===== src/rtl/programmable_blinker.sv =====
// Square-wave blinker with a saturating speed index.
// Shift inputs are edge-detected; an effective step restarts the half-period.
module programmable_blinker #(
    parameter int CNT_W       = 24,
    parameter int SPD_W       = 2,
    parameter int NUM_SPEEDS  = 4,
    parameter int BASE_HALF   = 4,
    parameter int RESET_SPEED = 1
) (
    input  logic             clk,
    input  logic             reset,
    input  logic             tick,
    input  logic             shift_left,
    input  logic             shift_right,
    output logic             blink_out,
    output logic [SPD_W-1:0] speed,
    output logic             toggle
);
    localparam logic [SPD_W-1:0] MAX_SPD = SPD_W'(NUM_SPEEDS - 1);
    localparam logic [SPD_W-1:0] RST_SPD = SPD_W'(RESET_SPEED);
    localparam logic [CNT_W-1:0] BASE    = CNT_W'(BASE_HALF);

    logic [SPD_W-1:0] speed_q, speed_d;
    logic [CNT_W-1:0] cnt_q, cnt_d;
    logic             blink_q, blink_d;
    logic             toggle_q, toggle_d;
    logic             left_q, right_q;

    logic             left_edge, right_edge;
    logic             step_up, step_dn;
    logic [SPD_W-1:0] shamt;
    logic [CNT_W-1:0] half_m1;

    assign left_edge  = shift_left & ~left_q;
    assign right_edge = shift_right & ~right_q;
    // Simultaneous edges cancel; steps at a limit saturate silently.
    assign step_up    = right_edge & ~left_edge & (speed_q < MAX_SPD);
    assign step_dn    = left_edge & ~right_edge & (speed_q != '0);

    assign shamt   = MAX_SPD - speed_q;
    assign half_m1 = (BASE << shamt) - CNT_W'(1);

    always_comb begin
        speed_d  = speed_q;
        cnt_d    = cnt_q;
        blink_d  = blink_q;
        toggle_d = 1'b0;
        if (step_up) begin
            speed_d = speed_q + SPD_W'(1);
        end else if (step_dn) begin
            speed_d = speed_q - SPD_W'(1);
        end
        // A speed change restarts the period and swallows any coincident tick.
        if (step_up || step_dn) begin
            cnt_d = '0;
        end else if (tick) begin
            if (cnt_q == half_m1) begin
                cnt_d    = '0;
                blink_d  = ~blink_q;
                toggle_d = 1'b1;
            end else begin
                cnt_d = cnt_q + CNT_W'(1);
            end
        end
    end

    always_ff @(posedge clk) begin
        if (reset) begin
            speed_q  <= RST_SPD;
            cnt_q    <= '0;
            blink_q  <= 1'b0;
            toggle_q <= 1'b0;
            left_q   <= 1'b0;
            right_q  <= 1'b0;
        end else begin
            speed_q  <= speed_d;
            cnt_q    <= cnt_d;
            blink_q  <= blink_d;
            toggle_q <= toggle_d;
            left_q   <= shift_left;
            right_q  <= shift_right;
        end
    end

    assign blink_out = blink_q;
    assign speed     = speed_q;
    assign toggle    = toggle_q;
endmodule


===== config.mk =====
export PLATFORM = sky130hd
export DESIGN_NAME = programmable_blinker
export DESIGN_NICKNAME = d
export VERILOG_FILES = /design/src/rtl/programmable_blinker.sv
export SDC_FILE = /design/constraint.sdc
export NUM_CORES = 1
export LEC_CHECK = 0
export CELL_PAD_IN_SITES_DETAIL_PLACEMENT = 2
export CELL_PAD_IN_SITES_GLOBAL_PLACEMENT = 2
export CORE_MARGIN = 8
export CORE_UTILIZATION = 30
export DETAILED_ROUTE_END_ITERATION = 10
export DONT_BUFFER_PORTS = 1
export PLACE_DENSITY = 0.62
export RECOVER_POWER = 100
export SYNTH_ARGS = -nofsm -noshare
export SYNTH_HDL_FRONTEND = slang
export SYNTH_SLANG_ARGS = --single-unit

===== constraint.sdc =====
create_clock -name clk -period 2.25 [get_ports clk]
set_input_delay 0.675 -clock clk [delete_from_list [all_inputs] [get_ports clk]]
set_output_delay 0.675 -clock clk [all_outputs]
set_load 0.01 [all_outputs]

---- Word-level counts from Yosys, hierarchy flattened ----
Index checks and enable logic that the tools add are counted.
storage, ports and cells
  register bits after elaboration ......... 30
  bits of input ports ..................... 5
  output and inout port bits .............. 4
  logic and storage cells ................. 37
operators by class
  $add $sub $neg .......................... 5
  order comparisons ....................... 1
  equality and inequality tests ........... 1
  shift-type cells ........................ 1
  multiplexer cells ....................... 4
  bitwise logic cells ..................... 13
  reductions and logical operators ........ 6
operators by type and width
  kind                   number
  $add 24x1->24 const B  1
  $eq 24x24->1           1
  $mux 24                1
  $shl 3x2->24 const A   1
  $sub 24x1->24 const B  1
  $not 1->1              7
  $and 1x1->1            6
  $mux 2                 2
  $reduce_bool 2->1      2
  $reduce_and 3->1       1
  $reduce_or 3->1        1
  $add 2x1->2 const B    1
  $lt 2x2->1 const B     1
  $reduce_or 2->1        1
  $sub 2x1->2 const B    1
  $sub 2x2->2 const A    1
  $logic_or 1x1->1       1
  $mux 1                 1

---- Longest topological paths before layout ----
Gate-level depths: netlist of the first run.
  depth after elaboration ................. 8
  mapped depth ............................ 9
  depth with buffers taken out ............ 7

---- Worst setup path before layout of the first run ----
Ideal clock, no wire load.
  path kind ............................... reg-to-reg
  start point ............................. register speed_q[0] (netlist: speed[0])
  end point ............................... register blink_q (netlist: blink_out)
  setup time .............................. 0.070 ns
  data arrival time ....................... 2.095 ns
  required time ........................... 2.180 ns
  path slack .............................. 0.086 ns
  stages on the path, launching flop included .. 8
  path buffers ............................ 1
  period minus slack after synthesis ...... 2.164 ns
  path through ............................ dfxtp_1 clkbuf_1 nand2_1 ha_1 a2111oi_0 o2111ai_1 or4_1 a21oi_1
on the way
  longest elaborated chain between the ends .. 5
  elaborated cells between the ends (all ways) .. 11
  those cells by class .................... add/sub: 2; order compare: 1; eq/ne: 1; shift: 1; bitwise: 3; reduce/logical: 3
RTL lines
  what                                               line    RTL
  from (decl)                                        23      logic [SPD_W-1:0] speed_q, speed_d;
  from (signal assigned)                             76      speed_q <= speed_d;
  $sub 2x2->2 (tied with other cells)                40      assign shamt = MAX_SPD - speed_q;
  $shl 3x2->24 (tied with other cells)               41      assign half_m1 = (BASE << shamt) - CNT_W'(1);
  $sub 24x1->24 or $logic_or 1x1->1 (tied branches)  41, 54
  $eq 24x24->1 or $not 1->1 (tied branches)          -
  $reduce_and 3->1 (no line) *                       -
  to (signal assigned)                               78      blink_q <= blink_d;
  to (decl)                                          25      logic blink_q, blink_d;
Every way passes the cells marked *; elsewhere a longest branch is shown, timed or not.
A chain may end at the register's enable or synchronous reset.

---- Worst setup path in the final report of the first run ----
  start point ............................. register speed_q[1] (netlist: speed[1])
  end point ............................... register blink_q (netlist: blink_out)
The elaborated chain is that of the path after synthesis.

==> results.sh, run 1 <==
export IMPL_status="completed"
export IMPL_reg2reg_slack_ns=0.18
export IMPL_synth_area_leaders="dfxtp_1 (42%), xor2_1 (11%), nor2_1 (8.3%)"
export IMPL_end_kind="flip-flop"
export IMPL_yosys_warnings=0
export IMPL_period_share_pct=92.1
export IMPL_hold_buffers=0
export IMPL_finalHoldViolations=0
export IMPL_fmax_ghz=0.483
export IMPL_power_leakage_nw=0.545
export IMPL_htreeDepth=2
export IMPL_clock_sinks=30
export IMPL_finish_utilization_pct=34.6
export IMPL_clock_latency_ns=0.28
export IMPL_min_delay_start="reset"
export IMPL_ctsLongestPathBuffers=2
export IMPL_vias_per_cell=5.26
export IMPL_p_per_area_nw_per_um2=686
export IMPL_fill_cells=551
export IMPL_async_flop_share_pct=0
export IMPL_report_final_slew_viol_count=0
export IMPL_cts_resized=0
export IMPL_hold_depth=1
export IMPL_grt_max_degree=11
export IMPL_crit_type="flip-flop to flip-flop"
export IMPL_gp_congestion=0.746
export IMPL_rr_endpoint="blink_out$_SDFFE_PP0P_"
export IMPL_die_area_um2=7280
export IMPL_synth_common_cells="nor2_1 (32), dfxtp_1 (30), xor2_1 (18), nand2_1 (15), nand3_1 (10)"
export IMPL_num_io_pins=9
export IMPL_cts_tree="done"
export IMPL_r2r_start="speed[1]$_SDFFE_PP0P_"
export IMPL_synth_area_leader_cell="dfxtp_1"
export IMPL_yosysMostFrequentCell="nor2_1"
export IMPL_routed_wl_um=3820
export IMPL_required_ns=2.46
export IMPL_startpoint_type="flip-flop"
export IMPL_yosysTopAreaCellShare_pct=41.6
export IMPL_drc_errors=0
export IMPL_final_nets=185
export IMPL_skew_ns=0.0108
export IMPL_syn_nets=177
export IMPL_multi_input_area_um2=811
export IMPL_grt_usage_pct=11.8
export IMPL_cts_root_buf="clkbuf_8"
export IMPL_vdd_drop_max_mv=0.275
export IMPL_core_region_area_um2=4690
export IMPL_min_to="left_q$_SDFF_PP0_"
export IMPL_cp_max_fo=6
export IMPL_ys_types=34
export IMPL_synth_edf_count=0
export IMPL_worstPathArrival_ns=2.29
export IMPL_cts_made_buffers=5
export IMPL_vias=1226
export IMPL_synth_ff_type="dfxtp_1"
export IMPL_min_period_ns=2.07
export IMPL_syn_area_um2=1440
export IMPL_numPortBuffers=0
export IMPL_dr_first_iter_drc_count=29
export IMPL_post_dp_hpwl_um=2960
export IMPL_grt_pass1_vias=1362
export IMPL_synthCells=170
export IMPL_syn_mean_instance_area_um2=8.49
export IMPL_min_path_type="input port to flip-flop"
export IMPL_ys_seq_area_share_pct=41.6
export IMPL_globalRouteOverflowTotal=0
export IMPL_seqCellArea_um2=602
export IMPL_tns_ns=0
export IMPL_grt_first_pass_wirelength_um=6780
export IMPL_areaGrowthSynthToFinish_pct=12.4
export IMPL_drt_pass1_iter_count=4
export IMPL_die_y_um=85.3
export IMPL_post_cts_buffers=0
export IMPL_rsz0062_at_grt="false"
export IMPL_row_count=25
export IMPL_cap_violations=0
export IMPL_start_util_pct=30.7
export IMPL_die_x_um=85.3
export IMPL_clk_transition_reported_paths_ns=0.07
export IMPL_wl_per_cell_um=16.4
export IMPL_synth_seq_cells=30
export IMPL_tightest_slew_ns=0.527
export IMPL_antenna_found_initial=0
export IMPL_r2r_cells=6
export IMPL_drive_above_1_share_pct=8.94
export IMPL_finalSetupViolations=0
export IMPL_ant_nets=0
export IMPL_num_antenna_cells=0
export IMPL_slew_headroom_pct=64.8
[how the worst max path moves through the flow]
stage / startpoint / endpoint / slack [ns] / depth (start not counted)
floorplan: speed[0]$_SDFFE_PP1P_ / blink_out$_SDFFE_PP0P_ / 0.09 / 7
global placement: speed[1]$_SDFFE_PP0P_ / blink_out$_SDFFE_PP0P_ / 0.20 / 6
detailed placement: speed[1]$_SDFFE_PP0P_ / blink_out$_SDFFE_PP0P_ / 0.11 / 6
CTS: speed[1]$_SDFFE_PP0P_ / blink_out$_SDFFE_PP0P_ / 0.09 / 6
global route: speed[1]$_SDFFE_PP0P_ / blink_out$_SDFFE_PP0P_ / 0.02 / 6
finish: speed[1]$_SDFFE_PP0P_ / blink_out$_SDFFE_PP0P_ / 0.18 / 6
[flip-flops by register name, summed over array words and instances (netlist names)]
| signal | count |
|---|---|
| blink_out | 1 |
| cnt_q | 24 |
| left_q | 1 |
| right_q | 1 |
| speed | 2 |
| toggle | 1 |
[per-layer routing]
| layer | share of wire (%) | global-route usage [%] | up-vias |
|---|---|---|---|
| met4 | 0.92 | 3.34 | 0 |
| met1 | 45 | 13.1 | 612 |
| met5 | 0 | 0 | - |
| li1 | - | - | 600 |
| met2 | 52 | 21.4 | 9 |
| met3 | 2.5 | 3.09 | 5 |
[power breakdown]
group          leakage (nW)  switching (mW)  internal [mW]
Clock                0.0482           0.195          0.246
Combinational         0.253          0.0684         0.0481
Sequential            0.243          0.0112          0.543
[cell families (layout without fill, tap and decap cells)]
group,Yosys count,after routing,share of synthesized area [%]
simple gates,89,89,30.3
fa+ha+maj,2,2,1.73
xor+xnor,27,27,16.4
buf+inv,8,17,2.25
mux,1,1,0.694
compound gates,13,13,7.03
flops,30,30,41.6
[final cells by class]
| class | count | area share, % |
|---|---|---|
| clock buffer | 7 | 5.32 |
| clock inverter | 1 | 0.309 |
| inverter | 1 | 0.231 |
| multi-input combinational | 132 | 50.0 |
| sequential | 30 | 37.1 |
| tap | 54 | 4.17 |
| timing repair buffer | 8 | 2.85 |
[layout by cell type, fill, tap and decap left out, types with 2 or more instances in the layout]
master,n
and3_1,3
buf_4,4
ha_1,2
nand3_1,10
nor2_1,32
nor4_1,4
clkbuf_1,4
xnor2_1,9
clkbuf_8,6
xor2_1,18
nand4_1,9
nand2b_1,3
a21oi_1,2
nand2_1,15
dfxtp_1,29
nor3_1,4
nor2b_1,5
[worst max-delay path: stages, from the launching register on]
cell and delay, ns:
dfxtp_2 0.38, nand2_1 0.13, ha_1 0.25, a2111oi_1 0.39
o2111ai_1 0.26, or4_1 0.45, a21oi_1 0.16
[per-stage QoR]
| stage | setup slack (ns) | cells | hold WS, ns | area, µm² | total power, mW |
|---|---|---|---|---|---|
| 6_report | 0.178 | 233 | 0.455 | 1620 | 1.11 |
| 5_1_grt | 0.0198 | 233 | 0.444 | 1620 | 1.18 |
| 4_1_cts | 0.0887 | 233 | 0.447 | 1630 | 1.14 |
| 3_5_place_dp | 0.106 | 225 | 0.528 | 1540 | 0.689 |
| 3_3_place_gp | 0.198 | 225 | 0.521 | 1540 | 0.682 |
| 2_1_floorplan | 0.0856 | 170 | 0.490 | 1440 | 0.648 |
Power figures use the tool's default switching activity.
==> inputs of run 2 (changes only) <==
==> constraint.sdc (replaced) <==
create_clock -name clk -period 2.1 [get_ports clk]
set_input_delay 0.63 -clock clk [delete_from_list [all_inputs] [get_ports clk]]
set_output_delay 0.63 -clock clk [all_outputs]
set_load 0.01 [all_outputs]
==> results.sh, run 2 (synthesized netlist as in run 1, its figures left out) <==
export IMPL_numPortBuffers=0
export IMPL_seqPwrFrac_pct=51.2
export IMPL_die_area_um2=7280
export IMPL_die_y_um=85.3
export IMPL_layout_common_cells="nor2_1 (32), dfxtp_1 (30), xor2_1 (18), nand2_1 (15), nand3_1 (10)"
export IMPL_worstPathArrival_ns=2.17
export IMPL_final_common_cell="nor2_1"
export IMPL_drive_above_1_share_pct=10.5
export IMPL_p_sw_share_pct=24.7
export IMPL_wl_per_cell_um=16.5
export IMPL_areaGrowthSynthToFinish_pct=14.6
export IMPL_clock_latency_ns=0.27
export IMPL_report_final_slew_viol_count=0
export IMPL_hold_depth=1
export IMPL_comb_power_share_pct=12.1
export IMPL_drc_errors=0
export IMPL_dpl_worst_slack_ns=0.0590
export IMPL_startpoint_type="flip-flop"
export IMPL_reg2reg_slack_ns=0.13
export IMPL_start_util_pct=30.7
export IMPL_cp_max_fo=5
export IMPL_grt_first_pass_wirelength_um=6520
export IMPL_r2r_cells=5
export IMPL_min_delay_start="reset"
export IMPL_hold_buffers=0
export IMPL_drt_pass1_iter_count=4
export IMPL_routed_wl_um=3870
export IMPL_min_to="speed[1]$_SDFFE_PP0P_"
export IMPL_htreeDepth=2
export IMPL_clk_transition_reported_paths_ns=0.06
export IMPL_finalWorstSetupSlack_ns=0.133
export IMPL_vdd_drop_max_mv=0.294
export IMPL_grt_usage_pct=11.4
export IMPL_num_antenna_cells=0
export IMPL_finalHoldViolations=0
export IMPL_globalRouteOverflowTotal=0
export IMPL_pwr_share_clk_pct=36.7
export IMPL_internal_power_uw=872
export IMPL_fmax_ghz=0.508
export IMPL_gr_usage_met2_pct=19.4
export IMPL_crit_type="flip-flop to flip-flop"
export IMPL_min_path_type="input port to flip-flop"
export IMPL_tightest_slew_ns=0.502
export IMPL_cts_tree="done"
export IMPL_layout_cells_non_filler=235
export IMPL_ant_nets=0
export IMPL_final_area_um2=1650
export IMPL_gp_congestion=0.745
export IMPL_clock_sinks=30
export IMPL_place_inst=227
export IMPL_ctsLongestPathBuffers=2
export IMPL_postPlaceCellArea_um2=1560
export IMPL_vias_per_cell=5.21
export IMPL_num_io_pins=9
export IMPL_slew_headroom_pct=66.5
export IMPL_antenna_found_initial=0
export IMPL_end_kind="flip-flop"
export IMPL_die_x_um=85.3
export IMPL_final_nets=188
export IMPL_grtUsageMet3_pct=3.67
export IMPL_row_count=25
export IMPL_core_region_area_um2=4690
export IMPL_tns_ns=0
export IMPL_largest_reg_flops=24
export IMPL_cts_root_buf="clkbuf_8"
export IMPL_grt_max_degree=11
export IMPL_r2r_start="cnt_q[13]$_SDFFE_PP0P_"
export IMPL_post_dp_hpwl_um=2930
export IMPL_top_register="cnt_q"
export IMPL_finalSetupViolations=0
export IMPL_p_per_area_nw_per_um2=700
export IMPL_grt_pass1_vias=1349
export IMPL_busiest_layer="met2"
export IMPL_status="completed"
export IMPL_min_period_ns=1.97
export IMPL_power_leakage_nw=0.562
export IMPL_use_met1_pct=12.8
export IMPL_vias=1225
export IMPL_rr_endpoint="blink_out$_SDFFE_PP0P_"
export IMPL_p_switching_uw=286
export IMPL_required_ns=2.30
export IMPL_total_power_mw=1.16
export IMPL_cts_made_buffers=5
export IMPL_cap_violations=0
export IMPL_rsz0062_at_grt="false"
export IMPL_skew_ns=0.00448
export IMPL_dr_first_iter_drc_count=31
export IMPL_period_share_pct=93.7
-- run 2: cell type report --
cell class / count / area (µm²)
Clock buffer: 7 / 76.3
Tap cell: 54 / 67.6
Fill cell: 551 / 3040
Timing Repair Buffer: 11 / 76.3
Inverter: 1 / 3.75
Multi-Input combinational cell: 132 / 828
Sequential cell: 30 / 601
-- run 2: what timing repair did --
action	CTS	global route
endpoints found under the hold margin	0	0
setup endpoints to repair	0	16
setup buffers	0	1
resized for setup	0	4
-- run 2: per-layer routing --
layer / share of wire [%] / wire length, µm / vias to the layer above
li1: - / - / 608
met1: 45 / 1760 / 601
met2: 49 / 1890 / 12
met3: 4.1 / 159 / 4
met4: 1.6 / 61 / 0
met5: 0 / 0 / -
-- run 2: metrics by stage --
stage	hold WS [ns]	utilization (%)
after CTS	0.413	34.8
after detailed placement	0.544	33.2
after global routing	0.415	35.2
after global placement	0.520	33.2
final	0.422	35.2
after floorplan	0.490	-
-- run 2: critical path, stage by stage, from the launching register on --
cell and delay, ns:
dfxtp_1 0.35, or4_4 0.52, nor4_2 0.22, o2111ai_1 0.20, or4_1 0.44, a21oi_1 0.15
-- run 2: power by group through the flow --
stage                     combinational, mW  sequential (mW)  clock (mW)
after detailed placement              0.136            0.605           0
after global placement                0.132            0.603           0
final                                 0.140            0.592       0.425
after CTS                             0.136            0.593       0.443
after global routing                  0.156            0.593       0.468
after floorplan                      0.0929            0.604           0
-- run 2: how the worst max path moves through the flow --
stage,cells past startpoint,end,slack (ns),startpoint
5_1_grt,7,blink_out$_SDFFE_PP0P_,0.002,speed[1]$_SDFFE_PP0P_
3_5_place_dp,6,blink_out$_SDFFE_PP0P_,0.06,speed[1]$_SDFFE_PP0P_
3_3_place_gp,6,blink_out$_SDFFE_PP0P_,0.14,speed[1]$_SDFFE_PP0P_
6_report,5,blink_out$_SDFFE_PP0P_,0.13,cnt_q[13]$_SDFFE_PP0P_
4_1_cts,6,blink_out$_SDFFE_PP0P_,0.02,speed[1]$_SDFFE_PP0P_
2_1_floorplan,7,blink_out$_SDFFE_PP0P_,0.04,speed[0]$_SDFFE_PP1P_
==> inputs of run 3 (changes only) <==
--- a/config.mk
+++ b/config.mk
@@ -11,8 +11,10 @@
 export CORE_UTILIZATION = 30
 export DETAILED_ROUTE_END_ITERATION = 10
 export DONT_BUFFER_PORTS = 1
+export GPL_TIMING_DRIVEN = 0
 export PLACE_DENSITY = 0.62
 export RECOVER_POWER = 100
+export SETUP_SLACK_MARGIN = 0.02
 export SYNTH_ARGS = -nofsm -noshare
 export SYNTH_HDL_FRONTEND = slang
 export SYNTH_SLANG_ARGS = --single-unit
==> results.sh, run 3 (synthesized netlist as in run 1, its figures left out) <==
export IMPL_layout_common_cells="nor2_1 (32), dfxtp_1 (26), xor2_1 (17), nand2_1 (14), nand3_1 (10)"
export IMPL_row_count=25
export IMPL_skew_ns=0.00443
export IMPL_clk_transition_reported_paths_ns=0.07
export IMPL_die_x_um=85.3
export IMPL_final_area_um2=1840
export IMPL_worstPathArrival_ns=2.30
export IMPL_cts_made_buffers=5
export IMPL_slew_headroom_pct=60.5
export IMPL_core_region_area_um2=4690
export IMPL_startpoint_type="flip-flop"
export IMPL_start_util_pct=30.7
export IMPL_num_io_pins=9
export IMPL_top_register="cnt_q"
export IMPL_areaGrowthSynthToFinish_pct=27.8
export IMPL_num_antenna_cells=0
export IMPL_dpl_worst_slack_ns=-0.571
export IMPL_report_final_slew_viol_count=0
export IMPL_hold_buffers=0
export IMPL_cts_tree="done"
export IMPL_cts_root_buf="clkbuf_8"
export IMPL_pwr_share_clk_pct=37.8
export IMPL_min_period_ns=2.13
export IMPL_clock_latency_ns=0.28
export IMPL_min_path_type="input port to flip-flop"
export IMPL_status="finished, violations left"
export IMPL_globalRouteOverflowTotal=0
export IMPL_final_common_cell="nor2_1"
export IMPL_grt_usage_pct=12.8
export IMPL_dr_first_iter_drc_count=21
export IMPL_p_per_area_nw_per_um2=709
export IMPL_vdd_drop_max_mv=0.269
export IMPL_rsz0062_at_grt="true"
export IMPL_drive_above_1_share_pct=20.4
export IMPL_cp_max_fo=8
export IMPL_comb_power_share_pct=16.5
export IMPL_finalHoldViolations=0
export IMPL_crit_type="flip-flop to flip-flop"
export IMPL_vias_per_cell=5.37
export IMPL_layout_cells_non_filler=235
export IMPL_finalWorstSetupSlack_ns=-0.0292
export IMPL_routed_wl_um=4490
export IMPL_grt_first_pass_wirelength_um=7220
export IMPL_drt_pass1_iter_count=4
export IMPL_internal_power_uw=959
export IMPL_clock_sinks=30
export IMPL_tightest_slew_ns=0.587
export IMPL_antenna_found_initial=0
export IMPL_post_dp_hpwl_um=2870
export IMPL_fmax_ghz=0.470
export IMPL_required_ns=2.27
export IMPL_grt_pass1_vias=1439
export IMPL_vias=1262
export IMPL_numPortBuffers=0
export IMPL_ant_nets=0
export IMPL_power_leakage_nw=0.645
export IMPL_postPlaceCellArea_um2=1510
export IMPL_die_y_um=85.3
export IMPL_p_sw_share_pct=26.6
export IMPL_end_kind="flip-flop"
export IMPL_finalSetupViolations=6
export IMPL_failed_checks="negative setup slack"
export IMPL_fill_cells=543
export IMPL_grt_max_degree=11
export IMPL_final_nets=187
export IMPL_htreeDepth=2
export IMPL_ctsLongestPathBuffers=2
export IMPL_die_area_um2=7280
export IMPL_cap_violations=0
export IMPL_place_inst=224
export IMPL_seqPwrFrac_pct=45.7
export IMPL_largest_reg_flops=24
export IMPL_wl_per_cell_um=19.1
export IMPL_drc_errors=0
export IMPL_period_share_pct=101
export IMPL_p_switching_uw=348
export IMPL_gp_congestion=0.711
-- run 3: changes by cell type in the layout (fill, tap and decap cells not counted), sizes merged --
cell    delta
bufbuf     +1
clkbuf     +1
buf        -3
clkinv     +1
-- run 3: layout make-up --
class | instances | area (µm²) | area share (%)
Clock buffer | 7 | 86.3 | 4.68
Tap cell | 54 | 67.6 | 3.67
Sequential cell | 30 | 606 | 32.9
Buffer | 5 | 52.6 | 2.85
Inverter | 1 | 3.75 | 0.204
Multi-Input combinational cell | 132 | 956 | 51.9
Clock inverter | 1 | 5.00 | 0.272
Timing Repair Buffer | 5 | 66.3 | 3.60
-- run 3: final timing paths --
path / start / endpoint / slack (ns) / cells past startpoint
setup / recovery: speed[0]$_SDFFE_PP1P_ / cnt_q[12]$_SDFFE_PP0P_ / -0.03 / 8
hold / removal: reset / speed[1]$_SDFFE_PP0P_ / 0.40 / 1
setup reg to reg: speed[0]$_SDFFE_PP1P_ / cnt_q[12]$_SDFFE_PP0P_ / -0.03 / 8
hold reg to reg: blink_out$_SDFFE_PP0P_ / blink_out$_SDFFE_PP0P_ / 0.52 / 2
-- run 3: what timing repair did --
action | CTS | global route
resized for setup | 20 | 15
pin swaps | 3 | 6
setup buffers | 3 | 1
gates cloned | 1 | 0
setup endpoints to repair | 21 | 22
-- run 3: layer usage --
layer | global-route usage (%) | share of wire, % | up-vias
met5 | 0 | 0 | -
met4 | 4.14 | 1.4 | 0
li1 | - | - | 605
met3 | 3.76 | 3.3 | 7
met1 | 14.8 | 46 | 634
met2 | 21.8 | 50 | 16
-- run 3: worst max-delay path: stages (launching register included) --
cell       delay (ns)
dfxtp_2          0.35
clkbuf_8         0.16
nand2b_4         0.15
ha_4             0.18
a2111oi_4        0.34
o2111ai_2        0.25
o21bai_4         0.27
bufbuf_16        0.29
nor2_1           0.04
-- run 3: power groups by stage --
stage	clock network [mW]	registers [mW]	logic, mW
after floorplan	0	0.604	0.0929
after global placement	0	0.606	0.118
after detailed placement	0	0.608	0.123
after CTS	0.514	0.597	0.186
after global routing	0.538	0.599	0.232
final	0.494	0.598	0.215
-- run 3: metrics by stage --
stage	utilization [%]	hold slack, ns	TNS, ns	total power [mW]
after floorplan	-	0.490	0	0.697
after global placement	32.2	0.516	-6.41	0.724
after detailed placement	32.2	0.521	-7.58	0.731
after CTS	37.4	0.391	0	1.30
after global routing	39.3	0.393	-1.14	1.37
final	39.3	0.403	-0.137	1.31
